File: src/rtl/main_ctrl_pkg.sv
// Shared encodings for the multicycle RISC-V main controller: states, opcodes,
// datapath select codes and the decoded control bundle.
package main_ctrl_pkg;

  localparam logic [3:0] S_FETCH    = 4'd0;
  localparam logic [3:0] S_DECODE   = 4'd1;
  localparam logic [3:0] S_MEMADR   = 4'd2;
  localparam logic [3:0] S_MEMREAD  = 4'd3;
  localparam logic [3:0] S_MEMWB    = 4'd4;
  localparam logic [3:0] S_MEMWRITE = 4'd5;
  localparam logic [3:0] S_EXECR    = 4'd6;
  localparam logic [3:0] S_EXECI    = 4'd7;
  localparam logic [3:0] S_ALUWB    = 4'd8;
  localparam logic [3:0] S_JAL      = 4'd9;
  localparam logic [3:0] S_BEQ      = 4'd10;
  localparam logic [3:0] S_EXECL    = 4'd11;

  localparam logic [6:0] OP_LOAD  = 7'b0000011;
  localparam logic [6:0] OP_STORE = 7'b0100011;
  localparam logic [6:0] OP_RTYPE = 7'b0110011;
  localparam logic [6:0] OP_ITYPE = 7'b0010011;
  localparam logic [6:0] OP_JAL   = 7'b1101111;
  localparam logic [6:0] OP_BEQ   = 7'b1100011;
  localparam logic [6:0] OP_LUI   = 7'b0110111;
  localparam logic [6:0] OP_AUIPC = 7'b0010111;

  localparam logic [1:0] SRCA_PC    = 2'b00;
  localparam logic [1:0] SRCA_OLDPC = 2'b01;
  localparam logic [1:0] SRCA_RS1   = 2'b10;
  localparam logic [1:0] SRCA_ZERO  = 2'b11;

  localparam logic [1:0] SRCB_RS2  = 2'b00;
  localparam logic [1:0] SRCB_IMM  = 2'b01;
  localparam logic [1:0] SRCB_FOUR = 2'b10;

  localparam logic [1:0] RES_ALUOUT = 2'b00;
  localparam logic [1:0] RES_DATA   = 2'b01;
  localparam logic [1:0] RES_ALURES = 2'b10;

  localparam logic ADR_PC  = 1'b0;
  localparam logic ADR_RES = 1'b1;

  localparam logic [1:0] ALUOP_ADD   = 2'b00;
  localparam logic [1:0] ALUOP_SUB   = 2'b01;
  localparam logic [1:0] ALUOP_FUNCT = 2'b10;

  typedef struct packed {
    logic       pc_update;
    logic       branch;
    logic       ir_write;
    logic       reg_write;
    logic       mem_write;
    logic       adr_src;
    logic [1:0] alu_src_a;
    logic [1:0] alu_src_b;
    logic [1:0] result_src;
    logic [1:0] alu_op;
  } ctrl_t;

endpackage

File: src/rtl/main_ctrl_outdec.sv
// Combinational state-to-control decoder (Moore outputs).
// EXECL decode exists only when MAIN_CTRL_FSM_UPPER_IMM_EN is defined.
module main_ctrl_outdec
  import main_ctrl_pkg::*;
#(
  parameter int STATE_W = 4
) (
  input  logic [STATE_W-1:0] state,
  output ctrl_t              ctrl
);

  always_comb begin
    ctrl = '0;
    case (state)
      STATE_W'(S_FETCH): begin
        ctrl.adr_src    = ADR_PC;
        ctrl.ir_write   = 1'b1;
        ctrl.alu_src_a  = SRCA_PC;
        ctrl.alu_src_b  = SRCB_FOUR;
        ctrl.alu_op     = ALUOP_ADD;
        ctrl.result_src = RES_ALURES;
        ctrl.pc_update  = 1'b1;
      end
      STATE_W'(S_DECODE): begin
        ctrl.alu_src_a = SRCA_OLDPC;
        ctrl.alu_src_b = SRCB_IMM;
        ctrl.alu_op    = ALUOP_ADD;
      end
      STATE_W'(S_MEMADR): begin
        ctrl.alu_src_a = SRCA_RS1;
        ctrl.alu_src_b = SRCB_IMM;
        ctrl.alu_op    = ALUOP_ADD;
      end
      STATE_W'(S_MEMREAD): begin
        ctrl.result_src = RES_ALUOUT;
        ctrl.adr_src    = ADR_RES;
      end
      STATE_W'(S_MEMWB): begin
        ctrl.result_src = RES_DATA;
        ctrl.reg_write  = 1'b1;
      end
      STATE_W'(S_MEMWRITE): begin
        ctrl.result_src = RES_ALUOUT;
        ctrl.adr_src    = ADR_RES;
        ctrl.mem_write  = 1'b1;
      end
      STATE_W'(S_EXECR): begin
        ctrl.alu_src_a = SRCA_RS1;
        ctrl.alu_src_b = SRCB_RS2;
        ctrl.alu_op    = ALUOP_FUNCT;
      end
      STATE_W'(S_EXECI): begin
        ctrl.alu_src_a = SRCA_RS1;
        ctrl.alu_src_b = SRCB_IMM;
        ctrl.alu_op    = ALUOP_FUNCT;
      end
      STATE_W'(S_ALUWB): begin
        ctrl.result_src = RES_ALUOUT;
        ctrl.reg_write  = 1'b1;
      end
      STATE_W'(S_JAL): begin
        ctrl.alu_src_a  = SRCA_OLDPC;
        ctrl.alu_src_b  = SRCB_FOUR;
        ctrl.alu_op     = ALUOP_ADD;
        ctrl.result_src = RES_ALUOUT;
        ctrl.pc_update  = 1'b1;
      end
      STATE_W'(S_BEQ): begin
        ctrl.alu_src_a  = SRCA_RS1;
        ctrl.alu_src_b  = SRCB_RS2;
        ctrl.alu_op     = ALUOP_SUB;
        ctrl.result_src = RES_ALUOUT;
        ctrl.branch     = 1'b1;
      end
`ifdef MAIN_CTRL_FSM_UPPER_IMM_EN
      STATE_W'(S_EXECL): begin
        ctrl.alu_src_a = SRCA_ZERO;
        ctrl.alu_src_b = SRCB_IMM;
        ctrl.alu_op    = ALUOP_ADD;
      end
`endif
      default: ctrl = '0;
    endcase
  end

endmodule

File: src/rtl/main_ctrl_fsm.sv
// Multicycle RISC-V main control FSM: state register, next-state logic,
// illegal-opcode pulse and reset gating. lui/auipc need MAIN_CTRL_FSM_UPPER_IMM_EN.
module main_ctrl_fsm
  import main_ctrl_pkg::*;
#(
  parameter int STATE_W = 4
) (
  input  logic       clk,
  input  logic       reset,
  input  logic [6:0] op,
  output logic       pc_update,
  output logic       branch,
  output logic       ir_write,
  output logic       reg_write,
  output logic       mem_write,
  output logic       adr_src,
  output logic [1:0] alu_src_a,
  output logic [1:0] alu_src_b,
  output logic [1:0] result_src,
  output logic [1:0] alu_op,
  output logic       illegal_op
);

  localparam logic [STATE_W-1:0] FETCH    = STATE_W'(S_FETCH);
  localparam logic [STATE_W-1:0] DECODE   = STATE_W'(S_DECODE);
  localparam logic [STATE_W-1:0] MEMADR   = STATE_W'(S_MEMADR);
  localparam logic [STATE_W-1:0] MEMREAD  = STATE_W'(S_MEMREAD);
  localparam logic [STATE_W-1:0] MEMWB    = STATE_W'(S_MEMWB);
  localparam logic [STATE_W-1:0] MEMWRITE = STATE_W'(S_MEMWRITE);
  localparam logic [STATE_W-1:0] EXECR    = STATE_W'(S_EXECR);
  localparam logic [STATE_W-1:0] EXECI    = STATE_W'(S_EXECI);
  localparam logic [STATE_W-1:0] ALUWB    = STATE_W'(S_ALUWB);
  localparam logic [STATE_W-1:0] JAL      = STATE_W'(S_JAL);
  localparam logic [STATE_W-1:0] BEQ      = STATE_W'(S_BEQ);
  localparam logic [STATE_W-1:0] EXECL    = STATE_W'(S_EXECL);

  logic [STATE_W-1:0] state, state_nxt, dec_state;
  logic               ill_q, ill_nxt;
  ctrl_t              dec;

  always_ff @(posedge clk) begin
    if (reset) begin
      state <= FETCH;
      ill_q <= 1'b0;
    end else begin
      state <= state_nxt;
      ill_q <= ill_nxt;
    end
  end

  // Terminal states and unreachable encodings all fall back to FETCH.
  always_comb begin
    state_nxt = FETCH;
    ill_nxt   = 1'b0;
    case (state)
      FETCH: state_nxt = DECODE;
      DECODE: begin
        case (op)
          OP_LOAD, OP_STORE: state_nxt = MEMADR;
          OP_RTYPE:          state_nxt = EXECR;
          OP_ITYPE:          state_nxt = EXECI;
          OP_JAL:            state_nxt = JAL;
          OP_BEQ:            state_nxt = BEQ;
`ifdef MAIN_CTRL_FSM_UPPER_IMM_EN
          OP_LUI:            state_nxt = EXECL;
          OP_AUIPC:          state_nxt = ALUWB;  // ALUOut already holds OldPC+imm
`endif
          default:           ill_nxt   = 1'b1;
        endcase
      end
      MEMADR:       state_nxt = (op == OP_LOAD) ? MEMREAD : MEMWRITE;
      MEMREAD:      state_nxt = MEMWB;
      EXECR, EXECI: state_nxt = ALUWB;
      JAL:          state_nxt = ALUWB;
`ifdef MAIN_CTRL_FSM_UPPER_IMM_EN
      EXECL:        state_nxt = ALUWB;
`endif
      default:      state_nxt = FETCH;
    endcase
  end

  // During reset the selects show FETCH values and every write enable is held low.
  assign dec_state = reset ? FETCH : state;

  main_ctrl_outdec #(.STATE_W(STATE_W)) u_outdec (
    .state (dec_state),
    .ctrl  (dec)
  );

  assign pc_update  = dec.pc_update & ~reset;
  assign branch     = dec.branch    & ~reset;
  assign ir_write   = dec.ir_write  & ~reset;
  assign reg_write  = dec.reg_write & ~reset;
  assign mem_write  = dec.mem_write & ~reset;
  assign adr_src    = dec.adr_src;
  assign alu_src_a  = dec.alu_src_a;
  assign alu_src_b  = dec.alu_src_b;
  assign result_src = dec.result_src;
  assign alu_op     = dec.alu_op;
  assign illegal_op = ill_q;

endmodule

File: config.mk
export PLATFORM = sky130hd
export DESIGN_NAME = main_ctrl_fsm
export DESIGN_NICKNAME = d
export VERILOG_FILES = /design/src/rtl/main_ctrl_pkg.sv /design/src/rtl/main_ctrl_outdec.sv /design/src/rtl/main_ctrl_fsm.sv
export SDC_FILE = /design/constraint.sdc
export NUM_CORES = 1
export LEC_CHECK = 0
export BUFFER_PORTS_ARGS = -buffer_cell sky130_fd_sc_hd__buf_2
export CAP_MARGIN = 20
export CORE_AREA = 2 2 39 41
export CTS_CLUSTER_SIZE = 14
export DETAILED_ROUTE_END_ITERATION = 16
export DIE_AREA = 0 0 41 43
export GPL_TIMING_DRIVEN = 1
export PLACE_DENSITY = 0.67
export SETUP_SLACK_MARGIN = 0.15
export SLEW_MARGIN = 20
export SYNTH_ARGS = -nofsm -noshare
export SYNTH_HDL_FRONTEND = slang
export SYNTH_SLANG_ARGS = --single-unit
File: constraint.sdc
create_clock -name clk -period 2.2 [get_ports clk]
set_clock_uncertainty 0.1 [all_clocks]
set_input_delay 0.33 -clock clk [delete_from_list [all_inputs] [get_ports clk]]
set_output_delay 0.33 -clock clk [all_outputs]
set_load 0.005 [all_outputs]
* After elaboration in Yosys (flattened, before gate mapping) *
Index checks and enable logic that the tools add are counted.

storage, ports and cells
  register bits = 5
  input bits = 9
  output and inout port bits = 15
  word-level logic and storage cells = 57

operators by class
  equal/unequal tests = 22
  mux-type cells = 14
  bitwise logic cells = 7
  reduce and logical (&&, ||, !) cells = 12

operators by type and width
  kind                count
  $pmux 4 s5          3
  $eq 4x3->1 const B  6
  $eq 4x2->1 const B  4
  $eq 4x4->1 const B  4
  $reduce_or 2->1     8
  $eq 7x6->1 const B  2
  $eq 7x7->1 const B  2
  $eq 4x1->1 const B  2
  $logic_not 4->1     2
  $pmux 2 s2          2
  $eq 7x2->1 const B  1
  $eq 7x5->1 const B  1
  $mux 1              7
  $reduce_or 6->1     1
  $and 1x1->1         5
  $mux 4              1
  $mux 3              1
  $reduce_or 3->1     1
  $not 1->1           2

* Longest topological paths before layout *
  depth after elaboration = 5
  depth in mapped cells = 4
  mapped depth without buffers = 3

* Hierarchy *
From an unflattened synthesis, not the netlist that was laid out.

unflattened totals
  cells, all modules = 67
  area total of the unflattened synthesis = 531.8 um^2

by module, submodules not included
  module            instances  cells an instance  area an instance (um^2)  seq. area each (um^2)
  main_ctrl_fsm     1          43                 355.3                    100.1
  main_ctrl_outdec  1          24                 176.4                    0.0

* Worst setup path after synthesis *
Ideal clock, no wire load.

  path type = register -> output
  start = reg state[2]
  end = out ir_write
  data arrival time = 1.019 ns
  required time = 1.770 ns
  setup slack = 0.751 ns
  cell stages (with the launch flop) = 4
  path buffers = 1
  cell sequence = dfxtp_1 -> clkbuf_1 -> or3_1 -> nor3_1

between the ends
  longest elaborated chain between the ends = 4

RTL lines
  what                    line                    text
  start, declared         main_ctrl_fsm.sv:37     logic [STATE_W-1:0] state, state_nxt, dec_state;
  start signal, assigned  main_ctrl_fsm.sv:46     state <= state_nxt;
  $mux 4                  main_ctrl_fsm.sv:83     assign dec_state = reset ? FETCH : state;
  $logic_not 4->1         main_ctrl_outdec.sv:14  case (state)
  $mux 1                  main_ctrl_outdec.sv:14
  $and 1x1->1             main_ctrl_fsm.sv:92     assign ir_write = dec.ir_write & ~reset;
  end, declared           main_ctrl_fsm.sv:13     output logic ir_write,

Every way passes these cells.

* Worst setup path in the final report *
  start = reg state[3]
  end = out ir_write

Same word-level chain as after synthesis.

==> flow_metrics.tcl <==
set metrics [dict create \
    first_iter_violations 4 \
    grt_pass1_wl_mm 2.021 \
    grt_pass1_vias 471 \
    fill_cells 153 \
    post-route-min-period_ps 1869 \
    seq_area_um2 102.6 \
    yosys_warnings 0 \
    mostFrequentLayoutCell "buf_2" \
    drive_above_1_share_pct 37.50 \
    path_cells "or3_1 -> nor3_1 -> buf_2" \
    synth.avg_cell_area_um2 7.414 \
    drc 0 \
    critPathMaxStageDelay_ps 450 \
    clk_path_buf_depth 2 \
    cts_root_buf "clkbuf_4" \
    htree_levels 1 \
    area_growth_pct 29.47 \
    fmax_mhz 534.9 \
    antenna_left 0 \
    portBuffers 23 \
    status "complete, no violations" \
    p_per_area_nw_per_um2 413.9 \
    finalSetupViolCount 0 \
    cp_data_arrival_time_ps 1440 \
    ys_types 32 \
    postLayoutCoreUtil_pct 46.47 \
    multi_input_area_um2 360.3 \
    initial_core_util_pct 35.90 \
    hpwl_um 895.5 \
    cp_data_required_time_ps 1770 \
    syn_area_um2 496.7 \
    worst_path_max_delay_cell "or3_1" \
    grt_antenna_before_repair 0 \
    crit_fanout 12 \
    wirelength_mm 1.206 \
    relSlewSlack_pct 73.55 \
    cts_hold_buf 0 \
    fin_nets 98 \
    hold_violations 0 \
    track_usage_pct 16.78 \
    grt_overflow_total 0 \
    start_kind "register" \
    firstDrtPassIters 3 \
    critPathKind "register to output port" \
    tns_ps 0 \
    dieArea_um2 1763 \
    ys_seq_area_share_pct 20.15 \
    path_clk_slew_ps 40 \
    slew_violations 0 \
    finalCritPeriodShare_pct 84.98 \
    vias_per_cell 5.404 \
    core_um2 1384 \
    io_pins 24 \
    holdCritPathClass "input pin to register" \
    worstSetupEndpointType "output port" \
    netlist_instances 67 \
    grt_start_max_net_pins 18 \
    num_rows 14 \
    tightest_slew_ps 396.3 \
    gp_congestion 0.7628 \
    ys_seq_elements 5 \
    route.vias.total 562 \
    cts_buffers 3 \
    clock-sinks 5 \
    tritoncts "done" \
    synth_nets 76 \
    grt_setup_unrepaired "no" \
    cap_violations 0 \
    dieWidth_um 41 \
    wl_per_cell_um 11.60 \
    peakVddDrop_mv 0.1834 \
    n_antenna_cell 0 \
    leakagePower_nw 0.2940 \
    clkLatencyLatePin_ps 250 \
    die_height_um 43 \
    most-common-layout-cells "23 x buf_2, 6 x nor3_1, 4 x nand2_1, 4 x nor2_1" \
]
[power breakdown]
group | switching (mW) | total, mW | leakage, nW | internal [mW]
Combinational | 0.0283 | 0.0562 | 0.238 | 0.0279
Clock | 0.0409 | 0.110 | 0.0150 | 0.0688
Sequential | 0.00617 | 0.100 | 0.0415 | 0.0941
Total | 0.0754 | 0.266 | 0.294 | 0.191
[cells by family after synthesis]
family                 synth area share [%]
AND/OR/NAND/NOR                       49.12
XOR/XNOR                              8.818
AO/OA/AOI/OAI                         13.60
buffers and inverters                 8.310
flip-flops                            20.15
[cell usage after synthesis, drive strengths merged]
library cell  instances  share of area [%]
o41ai                 1                1.8
buf                   3                3.0
dfxtp                 5                 20
xor2                  2                3.5
and4b                 1                2.0
nand3b                1                1.5
or2b                  1                1.8
inv                   3                2.3
clkbuf                4                3.0
a21oi                 2                2.0
nand3                 2                2.0
xnor2                 3                5.3
o21ai                 2                2.0
nand2                 4                3.0
and2                  1                1.3
a211oi                2                3.0
or4                   2                3.0
or3b                  1                1.8
nand4                 2                2.5
nor2                  4                3.0
nor4b                 2                3.5
a31oi                 2                2.5
nor3                  6                6.0
o2111a                1                2.3
nand4bb               1                5.5
or3                   3                4.0
nor3b                 1                1.5
nor4                  1                1.3
and3                  2                2.5
and2b                 1                1.5
nor2b                 1                1.3
[stage by stage]
step	hold WS, ps	cell area (um^2)	setup slack (ps)	power [mW]	cells
2_1_floorplan	402.6	496.7	751.0	0.1331	67
3_3_place_gp	504.8	609.3	482.2	0.1572	100
3_5_place_dp	504.4	609.3	375.7	0.1574	100
4_1_cts	245.4	640.6	210.1	0.2682	104
5_1_grt	267.6	643.1	188.1	0.2867	104
6_report	248.1	643.1	330.5	0.2662	104
[sequential cells by signal, summed over array words and instances (netlist names)]
register	count
state	4
illegal_op	1
[timing repair]
item | in CTS | in global routing
setup buffers | 0 | 0
resized for setup | 1 | 2
setup endpoints to repair | 1 | 3
[critical path: cells and delay by family, from the launching register on]
kind / cells / cell delay (ps)
buffers and inverters: 1 / 150
and+or+nand+nor: 2 / 630
DFF: 1 / 420
[final timing paths]
| check | start | to | slack, ps | cells past startpoint |
|---|---|---|---|---|
| hold / removal | reset | state[3] | 250 | 2 |
| setup / recovery | state[3] | ir_write | 330 | 3 |
| setup reg to reg | state[0] | state[2] | 810 | 3 |
| hold reg to reg | state[0] | state[0] | 460 | 1 |
[layout make-up]
cell class	count	share of cell area [%]
inverters	3	1.751
repair buffers	24	19.07
well taps	16	3.113
clock buffers	4	4.086
multi-input cells	52	56.03
flip-flops and latches	5	15.95
[metal layers]
metal / track usage (%) / up-vias / routed length, um / part of all wire [%]
met2: 22.50 / 9 / 625 / 52
met3: 7.853 / 0 / 44 / 3.6
li1: - / 287 / - / -
met1: 23.87 / 266 / 537 / 45
met4: 4.000 / 0 / 0 / 0
met5: 0 / - / 0 / 0
No activity file was read; power rests on OpenSTA's default activity.
